**src/rtl/serial_subtractor_if.sv**
```systemverilog
// Operand/result bundle for the bit-serial subtractor.
// The o_overflow signal exists only with SERIAL_SUBTRACTOR_OVERFLOW_EN.
interface serial_subtractor_if #(
    parameter int WIDTH = 8
);
    logic             i_start;
    logic [WIDTH-1:0] i_minuend;
    logic [WIDTH-1:0] i_subtrahend;
    logic             o_busy;
    logic             o_done;
    logic [WIDTH-1:0] o_diff;
    logic             o_borrow;
`ifdef SERIAL_SUBTRACTOR_OVERFLOW_EN
    logic             o_overflow;

    modport master (
        output i_start, i_minuend, i_subtrahend,
        input  o_busy, o_done, o_diff, o_borrow, o_overflow
    );

    modport slave (
        input  i_start, i_minuend, i_subtrahend,
        output o_busy, o_done, o_diff, o_borrow, o_overflow
    );
`else
    modport master (
        output i_start, i_minuend, i_subtrahend,
        input  o_busy, o_done, o_diff, o_borrow
    );

    modport slave (
        input  i_start, i_minuend, i_subtrahend,
        output o_busy, o_done, o_diff, o_borrow
    );
`endif
endinterface

```
**src/rtl/serial_subtractor.sv**
```systemverilog
// Bit-serial two's-complement subtractor, LSB first, one full-subtractor cell.
// Optional signed-overflow flag enabled by SERIAL_SUBTRACTOR_OVERFLOW_EN.
module serial_subtractor #(
    parameter int WIDTH = 8
) (
    input  logic                i_clk,
    input  logic                i_rst_n,
    serial_subtractor_if.slave  bus
);

    if (WIDTH < 2 || WIDTH > 32) begin : g_width_check
        $error("serial_subtractor: WIDTH must be in 2..32");
    end

    localparam int CW = $clog2(WIDTH);
    localparam logic [CW-1:0] LAST = CW'(WIDTH - 1);

    typedef enum logic [1:0] {
        IDLE,
        SHIFT,
        DONE
    } state_t;

    state_t           state_q;
    state_t           state_d;
    logic             accept;
    logic             step;
    logic             last;

    logic [WIDTH-1:0] a_q;
    logic [WIDTH-1:0] b_q;
    logic [WIDTH-2:0] res_q;
    logic             br_q;
    logic [CW-1:0]    cnt_q;

    logic             d_bit;
    logic             br_nxt;
    logic [WIDTH-1:0] res_nxt;

    logic             busy_q;
    logic             done_q;
    logic [WIDTH-1:0] diff_q;
    logic             borrow_q;

    // Full-subtractor cell on the current operand LSBs.
    always_comb begin
        d_bit   = a_q[0] ^ b_q[0] ^ br_q;
        br_nxt  = (~a_q[0] & b_q[0]) | (~(a_q[0] ^ b_q[0]) & br_q);
        res_nxt = {d_bit, res_q};
    end

    // Next-state and per-edge control decode.
    always_comb begin
        state_d = state_q;
        accept  = 1'b0;
        step    = 1'b0;
        last    = 1'b0;
        unique case (state_q)
            IDLE: begin
                if (bus.i_start) begin
                    accept  = 1'b1;
                    state_d = SHIFT;
                end
            end
            SHIFT: begin
                step = 1'b1;
                if (cnt_q == LAST) begin
                    last    = 1'b1;
                    state_d = DONE;
                end
            end
            DONE: begin
                state_d = IDLE;
            end
            default: begin
                state_d = IDLE;
            end
        endcase
    end

    // State register.
    always_ff @(posedge i_clk or negedge i_rst_n) begin
        if (!i_rst_n) begin
            state_q <= IDLE;
        end else begin
            state_q <= state_d;
        end
    end

    // Operand shifters, borrow flop and bit counter.
    always_ff @(posedge i_clk or negedge i_rst_n) begin
        if (!i_rst_n) begin
            a_q   <= '0;
            b_q   <= '0;
            res_q <= '0;
            br_q  <= 1'b0;
            cnt_q <= '0;
        end else if (accept) begin
            a_q   <= bus.i_minuend;
            b_q   <= bus.i_subtrahend;
            br_q  <= 1'b0;
            cnt_q <= '0;
        end else if (step) begin
            a_q   <= a_q >> 1;
            b_q   <= b_q >> 1;
            res_q <= res_nxt[WIDTH-1:1];
            br_q  <= br_nxt;
            cnt_q <= cnt_q + CW'(1);
        end
    end

    // Result registers load only on the edge that enters DONE.
    always_ff @(posedge i_clk or negedge i_rst_n) begin
        if (!i_rst_n) begin
            diff_q   <= '0;
            borrow_q <= 1'b0;
        end else if (last) begin
            diff_q   <= res_nxt;
            borrow_q <= br_nxt;
        end
    end

    // Registered status flags follow the next state.
    always_ff @(posedge i_clk or negedge i_rst_n) begin
        if (!i_rst_n) begin
            busy_q <= 1'b0;
            done_q <= 1'b0;
        end else begin
            busy_q <= (state_d != IDLE);
            done_q <= (state_d == DONE);
        end
    end

`ifdef SERIAL_SUBTRACTOR_OVERFLOW_EN
    logic a_msb_q;
    logic b_msb_q;
    logic ovf_q;

    // Original operand signs are kept since the shifters lose them.
    always_ff @(posedge i_clk or negedge i_rst_n) begin
        if (!i_rst_n) begin
            a_msb_q <= 1'b0;
            b_msb_q <= 1'b0;
        end else if (accept) begin
            a_msb_q <= bus.i_minuend[WIDTH-1];
            b_msb_q <= bus.i_subtrahend[WIDTH-1];
        end
    end

    // Signed overflow: operand signs differ and result sign differs from A.
    always_ff @(posedge i_clk or negedge i_rst_n) begin
        if (!i_rst_n) begin
            ovf_q <= 1'b0;
        end else if (last) begin
            ovf_q <= (a_msb_q != b_msb_q) && (d_bit != a_msb_q);
        end
    end

    assign bus.o_overflow = ovf_q;
`endif

    assign bus.o_busy   = busy_q;
    assign bus.o_done   = done_q;
    assign bus.o_diff   = diff_q;
    assign bus.o_borrow = borrow_q;

endmodule

```
**src/flat_wrapper.sv**
```systemverilog
// flat-port wrapper written by rule: the top's interface ports become plain ports
module serial_subtractor_flat 
#(
    parameter int WIDTH = 8
)
  (i_clk, i_rst_n, bus_i_start, bus_i_minuend, bus_i_subtrahend, bus_o_busy, bus_o_done, bus_o_diff, bus_o_borrow);
  serial_subtractor_if #(.WIDTH(WIDTH)) bus_i ();
  input  logic i_clk;
  input  logic i_rst_n;
  input wire logic [$bits(bus_i.i_start)-1:0] bus_i_start;
  input wire logic [$bits(bus_i.i_minuend)-1:0] bus_i_minuend;
  input wire logic [$bits(bus_i.i_subtrahend)-1:0] bus_i_subtrahend;
  output wire logic [$bits(bus_i.o_busy)-1:0] bus_o_busy;
  output wire logic [$bits(bus_i.o_done)-1:0] bus_o_done;
  output wire logic [$bits(bus_i.o_diff)-1:0] bus_o_diff;
  output wire logic [$bits(bus_i.o_borrow)-1:0] bus_o_borrow;
  assign bus_i.i_start = bus_i_start;
  assign bus_i.i_minuend = bus_i_minuend;
  assign bus_i.i_subtrahend = bus_i_subtrahend;
  assign bus_o_busy = bus_i.o_busy;
  assign bus_o_done = bus_i.o_done;
  assign bus_o_diff = bus_i.o_diff;
  assign bus_o_borrow = bus_i.o_borrow;
  serial_subtractor #(.WIDTH(WIDTH)) u_core (.i_clk(i_clk), .i_rst_n(i_rst_n), .bus(bus_i));
endmodule
```
**config.mk**
```make
export PLATFORM = sky130hd
export DESIGN_NAME = serial_subtractor_flat
export DESIGN_NICKNAME = d
export VERILOG_FILES = /design/src/rtl/serial_subtractor_if.sv /design/src/rtl/serial_subtractor.sv /design/src/flat_wrapper.sv
export SDC_FILE = /design/constraint.sdc
export NUM_CORES = 1
export LEC_CHECK = 0
export ABC_CLOCK_PERIOD_IN_PS = 2000
export BUFFER_PORTS_ARGS = -buffer_cell sky130_fd_sc_hd__buf_2
export CAP_MARGIN = 20
export CORE_UTILIZATION = 54
export DETAILED_ROUTE_END_ITERATION = 12
export GPL_TIMING_DRIVEN = 0
export PLACE_DENSITY = 0.78
export SLEW_MARGIN = 15
export SYNTH_ARGS = -nofsm -noshare
export SYNTH_HDL_FRONTEND = slang
export SYNTH_SLANG_ARGS = --single-unit
```
**constraint.sdc**
```tcl
create_clock -name i_clk -period 2 [get_ports i_clk]
set_input_delay 0.1 -clock i_clk [delete_from_list [all_inputs] [get_ports i_clk]]
set_output_delay 0.1 -clock i_clk [all_outputs]
set_load 0.01 [all_outputs]
```
Yosys cells after proc, flatten, opt, wreduce, memory -nomap -nowiden
Cells that the tools add are included.

Register bits after elaboration: 40. Bits of input ports: 19. Output and inout bits: 11. Word-level logic and storage cells: 42.

Add/subtract/negate cells: 1. Equal/unequal tests: 3. Mux-type cells: 16. Bitwise logic cells: 8. Reductions and logical operators: 4.

Operators with widths (count): $mux 8 (4); $mux 1 (7); $mux 3 (2); $mux 2 (2); $pmux 2 s2 (1); $reduce_bool 2->1 (2); $add 3x1->3 const B (1); $eq 3x3->1 const B (1); $not 1->1 (3); $and 1x1->1 (2); $eq 2x1->1 const B (1); $eq 2x2->1 const B (1); $logic_not 2->1 (1); $reduce_and 2->1 (1); $xor 1x1->1 (2); $or 1x1->1 (1).

Longest topological paths before layout
Gate-level depths: netlist of run 1.

Depth after elaboration: 6. Gate-level depth with buffers: 6. Gate-level depth less buffers: 5.

Worst setup path before layout of run 1
No wires, ideal clock.

Path kind: register to register. Start: register u_core.cnt_q[0]. End: register u_core.diff_q[1], in the netlist u_core.bus.o_diff[1]. Setup time: 0.127 ns. Data arrival time: 1.299 ns. Required time: 1.873 ns. Path slack: 0.574 ns. Cell stages (with the launch flop): 6. Path buffers: 1. Period minus slack after synthesis: 1.426 ns. Cells stage by stage: dfrtp_1 -> ha_1 -> ha_1 -> nand3b_4 -> buf_6 -> mux2_1.

Word-level cells in the longest chain between the ends: 3.

RTL lines: start: declaration (RTL line serial_subtractor.sv:34) `logic [CW-1:0] cnt_q;`; start signal: assignment (RTL line serial_subtractor.sv:108) `cnt_q <= cnt_q + CW'(1);`; $eq 3x3->1 (RTL line serial_subtractor.sv:67) `if (cnt_q == LAST) begin`; $mux 1 (RTL line serial_subtractor.sv:67); $mux 1 (RTL line serial_subtractor.sv:58) `unique case (state_q)`; end signal: assignment (RTL line serial_subtractor.sv:118) `diff_q <= res_nxt;`; end: declaration (RTL line serial_subtractor.sv:42) `logic [WIDTH-1:0] diff_q;`.

No other way between the ends. A chain may end at the register's enable or synchronous reset.

Worst setup path in the final report of run 1
Start: register u_core.cnt_q[0]. End: register u_core.diff_q[6], in the netlist u_core.bus.o_diff[6].

The elaborated chain is that of the path after synthesis.

==> results of run 1 <==
state kept, by name, summed over array words and instances (netlist names):
register             count
u_core.a_q               8
u_core.b_q               8
u_core.br_q              1
u_core.bus.o_borrow      1
u_core.bus.o_busy        1
u_core.bus.o_diff        8
u_core.bus.o_done        1
u_core.cnt_q             3
u_core.res_q             7
u_core.state_q           2
power groups by stage:
| stage | registers (W) | logic, W | clock network [W] |
|---|---|---|---|
| after floorplan | 0.00140 | 0.000815 | 0 |
| after global placement | 0.00138 | 0.00111 | 0 |
| after detailed placement | 0.00141 | 0.00117 | 0 |
| after CTS | 0.00139 | 0.00118 | 0.000595 |
| after global routing | 0.00143 | 0.00130 | 0.000632 |
| final | 0.00139 | 0.00117 | 0.000588 |
worst max-delay path, cell delays in order (launching register included):
cell and delay, ns:
dfrtp_1 0.42, ha_1 0.21, ha_1 0.21, nand3b_4 0.10, buf_6 0.15, mux2_1 0.32
stage by stage:
stage / instance area [µm²] / instances
floorplan: 1670 / 139
global placement: 1850 / 198
detailed placement: 1850 / 198
CTS: 1970 / 209
global route: 1970 / 209
finish: 1970 / 209
cell usage in the layout, fill, tap and decap left out, types with 4 or more instances in the layout:
cell	synthesis	routed
dfrtp_1	40	40
buf_2	5	33
nand2_1	21	21
o22ai_1	17	17
a2bb2oi_1	8	8
mux2_1	8	8
a21oi_1	6	6
clkbuf_4	0	5
inv_1	4	4
nand2b_1	4	4
o21ai_0	4	4
layer usage:
| layer | up-vias | routed length (µm) | track usage [%] |
|---|---|---|---|
| met1 | 585 | 1420 | 29.3 |
| met2 | 42 | 1570 | 36.2 |
| met4 | 0 | 41 | 7.67 |
| met3 | 4 | 197 | 7.03 |
| li1 | 578 | - | - |
| met5 | - | 0 | 0 |
cell families after synthesis:
| kind of cell | after synthesis | synth area share (%) |
|---|---|---|
| buffers and inverters | 15 | 5.32 |
| adders and majority gates | 3 | 2.70 |
| DFF | 40 | 60.0 |
| and+or+nand+nor | 31 | 9.22 |
| AOI/OAI and AO/OA | 42 | 17.4 |
| muxes | 8 | 5.40 |
path summary, 6_finish.rpt:
check,startpoint,to,slack [ns],depth (start not counted)
setup / recovery,u_core.cnt_q[0]$_DFFE_PN0P_,u_core.bus.o_diff[6]$_DFFE_PN0P_,0.48,5
hold / removal,bus_i_subtrahend[6],u_core.b_q[6]$_DFFE_PN0P_,0.05,3
setup reg to reg,u_core.cnt_q[0]$_DFFE_PN0P_,u_core.bus.o_diff[6]$_DFFE_PN0P_,0.48,5
hold reg to reg,u_core.res_q[0]$_DFFE_PN0P_,u_core.res_q[0]$_DFFE_PN0P_,0.50,2
max in group asynchronous,i_rst_n,u_core.bus.o_diff[4]$_DFFE_PN0P_,1.08,2
min in group asynchronous,i_rst_n,u_core.bus.o_busy$_DFF_PN0_,0.38,2
area by class of cell:
| class | count | area (µm²) |
|---|---|---|
| Fill cell | 229 | 880 |
| Inverter | 6 | 22.5 |
| Clock buffer | 7 | 65.1 |
| Tap cell | 31 | 38.8 |
| Timing Repair Buffer | 31 | 170 |
| Buffer | 9 | 66.3 |
| Sequential cell | 40 | 1000 |
| Clock inverter | 1 | 30.0 |
| Multi-Input combinational cell | 84 | 579 |
==> metrics.txt, run 1 <==
DR WL/cell=15.4 µm; GRT Total Usage=22.6%; vias in the first global route=1242; VDD IR max=0.847 mV; FF+latch count, synth=40; Critical Path Start Type=register; dpl ws=0.490 ns; Slew HR=43.3%; Netlist cell types=24; largest net degree at the start of global routing=41; layout cells sized above 1=28.1%; PortBufs=28; Nets=199; clk_skew=0.00357 ns; Post CTS Setup Buffer Count=0; Num CTS Buffers=5; Synth top area share=60.0%; 1st-pass router iterations=8; Switching Fraction=34.2%; count leader, synth=dfrtp_1; global-route wire length before repair=5.53 mm; number of H-tree levels=2; power density over cell area=1590 mW/mm²; Post-synth EDFFs=0; Static Leak=0.993 nW; final core occ=69.2%; ant diodes=0; CTS tree=built; Synth area leaders=dfrtp_1 (60%), o22ai_1 (6.4%), mux2_1 (5.4%), nand2_1 (4.7%), a2bb2oi_1 (4.2%); Max-Cap Viols=0; Req. time, crit path=2.24 ns; sequential share of power=44.2%; TNS Setup=0 ns; fin. max-slew vios=0; Max Buffers Root-to-Sink=2; aggregate routed wire length=3.23 mm; count of final hold-check violations=0; post-synth top area cell=dfrtp_1; Core ar.=0.00285 mm²; Clock Sinks=40; Peak Freq=660 MHz; DR iter-0 viols=56; synth cell count leaders=dfrtp_1 (40), nand2_1 (21), o22ai_1 (17), a2bb2oi_1 (8), mux2_1 (8); worst hold path class=primary input to register; unrepaired setup endpoints after global routing=false; worst skew pair latency=0.35 ns; post-synthesis average cell area=12.0 µm²; Starting Density=58.5%; DRT antenna net count=0; crit path time final=1.52 ns; status=finished, violations left; worst slew pin tran=0.851 ns; Psw=0.00108 W; Area Growth Syn to Fin=18.2%; Placer Congestion=0.813; Worst setup EP type=register; Vert. Die Dim=57.6 µm; Final WS setup=0.484 ns; Combinational Power Share=37.1%; total grt overflow=0; FFs w/ async S/R, synth=100%; initial antenna violation count=0; CTS Root Cell=clkbuf_4; via count=1209; Internal Power=0.00207 W; final setup fails=0; DP HPWL=2.21 mm; synthesized cell area=0.00167 mm²; crit path DAT=1.75 ns; Post-synth top flop=dfrtp_1; Ys Warns=0; Die Wd=57.6 µm; DR vias/cell=5.78; failing checks=DRC; CP Class=register to register; Reg clk slew, reported paths=0.11 ns; Clock power frac=18.7%; Ports=30; fin crit share=75.8%; Mapped Cells=139; Max FO, Critical Path=10; Mapped Nets=161; final hold slack=0.0533 ns; row cnt=19; post-synthesis sequential area ratio=60.0%; Remaining DRCs=3; cts-stage hold buffer count=3; total die area=0.00332 mm²; CTS resizes=0; Tot Pwr=0.00315 W
Note: power is estimated with default switching activity, not from simulation.
==> run 2, diff against run 1 <==
Settings changed: ABC_AREA set to 1, ABC_CLOCK_PERIOD_IN_PS 2000 to 1400.
Clock period 2 ns to 1.4 ns, I/O delays scaled along.
==> run 2 against run 1 <==
  * The run still ends with DRC left
  * Maximum frequency increased by 15%
  * Worst hold slack got worse by 0.0041 ns
  * Clock skew about the same
  * Register-to-register slack got worse by 0.41 ns
  * Critical path depth increased by 2
  * Combinational power increased by 38%
  * Area after synthesis increased by 0.15%
==> metrics.txt, run 2 <==
global-route wire length before repair=5.98 mm (was 5.53 mm); Starting Density=58.6% (was 58.5%); commonest non-fill, non-tap cells in the layout=nand2_1 (61), nand3_1 (48), dfrtp_1 (40) (was dfrtp_1 (40), buf_2 (33), nand2_1 (21)); CTS tree=built (unchanged); worst slew pin tran=0.860 ns (was 0.851 ns); worst hold path class=primary input to register (unchanged); worst skew pair latency=0.34 ns (was 0.35 ns); Max-Cap Viols=0 (unchanged); synthesized cell area=0.00167 mm² (about the same); final core occ=73.4% (was 69.2%); PortBufs=29 (was 28); TNS Setup=0 ns (unchanged); Post-Place Cell Area=0.00186 mm² (was 0.00185 mm²); fin crit share=94.6% (was 75.8%); crit path capture=u_core.bus.o_diff[2]$_DFFE_PN0P_ (was u_core.bus.o_diff[6]$_DFFE_PN0P_); count of final hold-check violations=0 (unchanged); Core ar.=0.00285 mm² (unchanged); Filler cells=227 (was 229); Netlist cell types=14 (was 24); Tot Pwr=0.00412 W (was 0.00315 W); Post-synth EDFFs=0 (unchanged); Die Wd=57.6 µm (about the same); Area Growth Syn to Fin=25.2% (was 18.2%); R2R depth=7 (was 5); synth cell count leaders=nand2_1 (62), nand3_1 (48), dfrtp_1 (40), o21ai_0 (8) (was dfrtp_1 (40), nand2_1 (21), o22ai_1 (17), a2bb2oi_1 (8), mux2_1 (8)); power density over cell area=1970 mW/mm² (was 1590 mW/mm²); Reg2Reg Capture Point=u_core.bus.o_diff[2]$_DFFE_PN0P_ (was u_core.bus.o_diff[6]$_DFFE_PN0P_); DP HPWL=2.26 mm (was 2.21 mm); clk_skew=0.00349 ns (was 0.00357 ns); layout cells sized above 1=20.1% (was 28.1%); CTS Root Cell=clkbuf_4 (unchanged); largest net degree at the start of global routing=41 (unchanged); Mapped Cells=185 (was 139); Nets=260 (was 199); Design Area, Final=0.00209 mm² (was 0.00197 mm²); Peak Freq=755 MHz (was 660 MHz); failing checks=DRC (unchanged); Worst Setup SP=u_core.cnt_q[0]$_DFFE_PN0P_ (unchanged); RR Startpoint=u_core.cnt_q[0]$_DFFE_PN0P_ (unchanged); Mapped Nets=207 (was 161); status=finished, violations left (unchanged); 1st-pass router iterations=8 (unchanged); Reg clk slew, reported paths=0.11 ns (about the same); final setup fails=0 (unchanged); Critical Path Start Type=register (unchanged); crit path DAT=1.57 ns (was 1.75 ns); fin. max-slew vios=0 (unchanged); final hold slack=0.0491 ns (was 0.0533 ns); Ys Warns=0 (unchanged); count leader, synth=nand2_1 (was dfrtp_1); unrepaired setup endpoints after global routing=false (unchanged); aggregate routed wire length=3.49 mm (was 3.23 mm); row cnt=19 (unchanged); DR WL/cell=12.9 µm (was 15.4 µm); Max FO, Critical Path=10 (unchanged); Remaining DRCs=2 (was 3); Synth top area share=59.9% (was 60.0%); Clock Sinks=40 (unchanged); total grt overflow=0 (unchanged); CP Class=register to register (unchanged); DR iter-0 viols=88 (was 56); initial antenna violation count=0 (unchanged); DRT antenna net count=0 (unchanged); vias in the first global route=1373 (was 1242); Slew HR=42.7% (was 43.3%); Post-synth top flop=dfrtp_1 (unchanged); FFs w/ async S/R, synth=100% (unchanged); crit path time final=1.32 ns (was 1.52 ns); VDD IR max=0.981 mV (was 0.847 mV); Post CTS Setup Buffer Count=0 (unchanged); number of H-tree levels=2 (unchanged); ant diodes=0 (unchanged); Vert. Die Dim=57.6 µm (about the same); commonest non-fill, non-tap cell in the layout=nand2_1 (was dfrtp_1); Ports=30 (unchanged); Worst setup EP type=register (unchanged); Synth area leaders=dfrtp_1 (60%), nand3_1 (14%), nand2_1 (14%), o21ai_0 (2.4%), buf_2 (2.1%) (was dfrtp_1 (60%), o22ai_1 (6.4%), mux2_1 (5.4%), nand2_1 (4.7%), a2bb2oi_1 (4.2%)); register area=0.00100 mm² (unchanged); total die area=0.00332 mm² (about the same); FF+latch count, synth=40 (unchanged); Placer Congestion=0.766 (was 0.813); GRT Total Usage=24.6% (was 22.6%); Static Leak=1.11 nW (was 0.993 nW); Max Buffers Root-to-Sink=2 (unchanged); Req. time, crit path=1.64 ns (was 2.24 ns); via count=1472 (was 1209); Num CTS Buffers=5 (unchanged); post-synth top area cell=dfrtp_1 (unchanged); area of the multi-input gates=592 µm² (was 579 µm²); R2R Setup Slk=0.08 ns (was 0.48 ns); post-synthesis sequential area ratio=59.9% (was 60.0%); DR vias/cell=5.45 (was 5.78); post-synthesis average cell area=9.04 µm² (was 12.0 µm²)
## run 2: logic make-up (layout without fill, tap and decap cells)
logic type	Yosys count	count (layout)	share of synthesized area, %
adders and majority gates	3	3	2.69
DFF	40	40	59.9
and+or+nand+nor	115	115	29.6
AOI/OAI and AO/OA	9	9	2.84
buffers and inverters	18	72	5.01
## run 2: what timing repair did
item | 4_1_cts | 5_1_grt
resized for setup | 0 | 3
endpoints found under the hold margin | 56 | 0
setup endpoints to repair | 0 | 9
hold buffers | 17 | 0
## run 2: cell type report
type,count,area share (%)
well taps,31,1.85
multi-input cells,127,28.3
repair buffers,46,15.1
clock buffers,8,2.81
flip-flops and latches,40,47.8
inverters,8,1.43
plain buffers,10,2.75
## run 2: per-layer routing
layer	global-route usage (%)	vias to the layer above	routed length, µm
met5	0	-	0
met4	12.2	0	82
met3	7.14	11	190
met2	38.7	46	1720
met1	31.3	705	1500
li1	-	710	-
## run 2: report_power, final
part	switching, W	internal (W)	leakage (nW)
clock	0.000346	0.000248	0.0326
combinational	0.000989	0.000621	0.564
sequential	0.000278	0.00164	0.514
total	0.00161	0.00251	1.11
## run 2: how the worst min path moves through the flow
| stage | startpoint | slack (ns) | end | depth (start not counted) |
|---|---|---|---|---|
| 6_report | bus_i_start | 0.05 | u_core.a_q[2]$_DFFE_PN0P_ | 3 |
| 5_1_grt | bus_i_start | 0.05 | u_core.b_q[0]$_DFFE_PN0P_ | 3 |
| 4_1_cts | bus_i_start | 0.03 | u_core.a_q[2]$_DFFE_PN0P_ | 3 |
| 3_5_place_dp | i_rst_n | 0.23 | u_core.bus.o_diff[5]$_DFFE_PN0P_ | 1 |
| 3_3_place_gp | i_rst_n | 0.22 | u_core.bus.o_diff[5]$_DFFE_PN0P_ | 1 |
| 2_1_floorplan | i_rst_n | -0.23 | u_core.a_q[0]$_DFFE_PN0P_ | 0 |
## run 2: stage by stage
step / cells / setup slack [ns]
2_1_floorplan: 185 / 0.164
3_3_place_gp: 245 / 0.0909
3_5_place_dp: 245 / 0.0342
4_1_cts: 270 / 0.0168
5_1_grt: 270 / 0.00756
6_report: 270 / 0.0763
## run 2: worst max-delay path, stage by stage (launching register included)
cell and delay (ns):
dfrtp_1 0.41, ha_1 0.21, ha_1 0.18, nand2_2 0.10, nor2_2 0.06, buf_6 0.14
nand2_1 0.06, nand2_1 0.05
==> run 3, diff against run 2 <==
Settings changed: CORE_ASPECT_RATIO set to 0.6, PLACE_DENSITY 0.78 to unset, PLACE_DENSITY_LB_ADDON set to 0.1.
==> run 3 against run 2 <==
  * The flow now finishes without violations
  * First-iteration DRC count is 40% higher
  * Worst setup slack better by 0.038 ns
  * Sequential share of layout area is 2.6 points higher
  * Worst hold slack worse by 0.025 ns
  * Clock power is 18% higher
  * Clock-buffer cell count is 2 lower
  * Global-route usage is 1.9 points lower
  * Register-to-register slack better by 0.04 ns
  * Flip-flop and latch count stayed put
  * Critical path depth stayed put
  * Total power is 1.9% higher
==> metrics.txt, run 3 (synthesis results as in run 2) <==
status=completed (was finished, violations left); Remaining DRCs=0 (was 2); Combinational Power Share=37.7% (was 39.1%); R2R Setup Slk=0.11 ns (was 0.08 ns); GRT met2 Usage=31.7% (was 38.7%); worst slew pin tran=0.856 ns (was 0.860 ns); PortBufs=29 (unchanged); TNS Setup=0 ns (unchanged); Req. time, crit path=1.59 ns (was 1.64 ns); VDD IR max=0.986 mV (was 0.981 mV); DRT antenna net count=0 (unchanged); total die area=0.00333 mm² (was 0.00332 mm²); vias in the first global route=1171 (was 1373); Switching Fraction=38.7% (was 39.2%); CTS tree=built (unchanged); GR peak layer=met1 (was met2); 1st-pass router iterations=5 (was 8); Num CTS Buffers=5 (unchanged); Internal Power=0.00257 W (was 0.00251 W); worst skew pair latency=0.29 ns (was 0.34 ns); Crit path max-delay family=flip-flops (unchanged); Clock power frac=16.7% (was 14.4%); Post CTS Setup Buffer Count=0 (unchanged); Area Growth Syn to Fin=18.8% (was 25.2%); fin. max-slew vios=0 (unchanged); via count=1356 (was 1472); R2R depth=7 (unchanged); total grt overflow=0 (unchanged); sequential share of power=45.6% (was 46.5%); largest net degree at the start of global routing=41 (unchanged); Nets=246 (was 260); count of final hold-check violations=0 (unchanged); initial antenna violation count=0 (unchanged); CTS Root Cell=clkbuf_8 (was clkbuf_4); commonest non-fill, non-tap cells in the layout=nand2_1 (61), nand3_1 (48), dfrtp_1 (40) (unchanged); final setup fails=0 (unchanged); Vert. Die Dim=45.1 µm (was 57.6 µm); Worst setup EP type=register (unchanged); hold_sp=bus_i_subtrahend[2] (was bus_i_start); layout cells sized above 1=21.4% (was 20.1%); Endpoint, Worst Hold=u_core.b_q[2]$_DFFE_PN0P_ (was u_core.a_q[2]$_DFFE_PN0P_); crit path DAT=1.47 ns (was 1.57 ns); DR WL/cell=12.4 µm (was 12.9 µm); DP HPWL=2.28 mm (was 2.26 mm); DR iter-0 viols=123 (was 88); Max-Cap Viols=0 (unchanged); clk_skew=0.00708 ns (was 0.00349 ns); Psw=0.00162 W (was 0.00161 W); final core occ=68.3% (was 73.4%); fin crit share=91.8% (was 94.6%); Peak Freq=778 MHz (was 755 MHz); critical path's largest stage delay=0.40 ns (was 0.41 ns); GRT Total Usage=22.7% (was 24.6%); commonest non-fill, non-tap cell in the layout=nand2_1 (unchanged); CP Class=register to register (unchanged); Max Buffers Root-to-Sink=2 (unchanged); Reg clk slew, reported paths=0.07 ns (was 0.11 ns); row cnt=15 (was 19); Die Wd=73.8 µm (was 57.6 µm); crit path time final=1.29 ns (was 1.32 ns); Placer Congestion=0.769 (was 0.766); Max FO, Critical Path=10 (unchanged); worst hold path class=primary input to register (unchanged); met3 Use GR=8.93% (was 7.14%); unrepaired setup endpoints after global routing=false (unchanged); grt met1 use=32.6% (was 31.3%); RR Startpoint=u_core.cnt_q[0]$_DFFE_PN0P_ (unchanged); DR vias/cell=5.10 (was 5.45); Slew HR=42.9% (was 42.7%); global-route wire length before repair=5.35 mm (was 5.98 mm); Clock Sinks=40 (unchanged); Critical Path Start Type=register (unchanged); Starting Density=57.5% (was 58.6%); Reg2Reg Capture Point=u_core.bus.o_diff[3]$_DFFE_PN0P_ (was u_core.bus.o_diff[2]$_DFFE_PN0P_); Static Leak=1.06 nW (was 1.11 nW); Core ar.=0.00291 mm² (was 0.00285 mm²); aggregate routed wire length=3.29 mm (was 3.49 mm); Hold Crit Depth=3 (unchanged); Buf+Inv Stages, Crit Path=1 (unchanged); ant diodes=0 (unchanged); crit-path cells=ha_1, ha_1, nand2_2, nor2_2, buf_6, nand2_1, nand2_1 (unchanged); number of H-tree levels=2 (unchanged); Ports=30 (unchanged); power density over cell area=2110 mW/mm² (was 1970 mW/mm²); slowest cell on the critical path=dfrtp_1 (unchanged)
[run 3: changes by cell type in the layout (fill, tap and decap cells not counted)]
cell | before | now
dlygate4sd3_1 | 17 | 3
clkbuf_4 | 5 | 0
clkbuf_8 | 1 | 5
clkinv_2 | 0 | 1
clkbuf_1 | 3 | 2
[run 3: worst max-delay path by stage]
stage / slack [ns] / depth (start not counted) / startpoint / end
final: 0.11 / 7 / u_core.cnt_q[0]$_DFFE_PN0P_ / u_core.bus.o_diff[3]$_DFFE_PN0P_
after global routing: 0.02 / 7 / u_core.cnt_q[0]$_DFFE_PN0P_ / u_core.bus.o_diff[3]$_DFFE_PN0P_
after CTS: 0.06 / 7 / u_core.cnt_q[0]$_DFFE_PN0P_ / u_core.bus.o_diff[3]$_DFFE_PN0P_
after detailed placement: 0.07 / 7 / u_core.cnt_q[0]$_DFFE_PN0P_ / u_core.bus.o_diff[3]$_DFFE_PN0P_
after global placement: 0.09 / 7 / u_core.cnt_q[0]$_DFFE_PN0P_ / u_core.bus.o_borrow$_DFFE_PN0P_
after floorplan: 0.16 / 7 / u_core.cnt_q[0]$_DFFE_PN0P_ / u_core.bus.o_borrow$_DFFE_PN0P_
[run 3: worst register-to-register path, cell delays in order (launching register included)]
cell	delay (ns)
dfrtp_1	0.40
ha_1	0.21
ha_1	0.19
nand2_2	0.09
nor2_2	0.05
buf_6	0.14
nand2_1	0.06
nand2_1	0.05
[run 3: area by class of cell]
type                    instances  area [µm²]
repair buffers                 32         175
inverters                       8        30.0
well taps                      42        52.6
plain buffers                  10        57.6
clock buffers                   6        72.6
fillers                       235         923
clock inverters                 1        5.00
flip-flops and latches         40        1000
multi-input cells             127         592
[run 3: metrics by stage]
step / hold WS (ns) / cell area (µm²) / worst slack (ns) / power (W) / cells
after floorplan: -0.226 / 1670 / 0.164 / 0.00299 / 185
final: 0.0238 / 1990 / 0.115 / 0.00419 / 266
after CTS: 0.0232 / 1980 / 0.0577 / 0.00420 / 266
after global routing: 0.0251 / 1990 / 0.0207 / 0.00456 / 266
after detailed placement: 0.233 / 1870 / 0.0678 / 0.00349 / 256
after global placement: 0.212 / 1870 / 0.0870 / 0.00341 / 256
[run 3: repair_timing]
action	CTS	global route
resized for setup	0	3
endpoints found under the setup margin	0	9
hold endpoints to repair	42	0
hold buffers	3	0
[run 3: power groups by stage]
stage / combinational [W] / sequential [W] / clock [W]
floorplan: 0.00105 / 0.00194 / 0
global placement: 0.00150 / 0.00191 / 0
detailed placement: 0.00157 / 0.00192 / 0
CTS: 0.00158 / 0.00190 / 0.000713
global route: 0.00181 / 0.00198 / 0.000773
finish: 0.00158 / 0.00191 / 0.000700
[run 3: per-layer routing]
layer / wire length, µm / vias to the layer above
met4: 31 / 0
li1: - / 680
met1: 1630 / 627
met2: 1400 / 42
met3: 229 / 7
met5: 0 / -
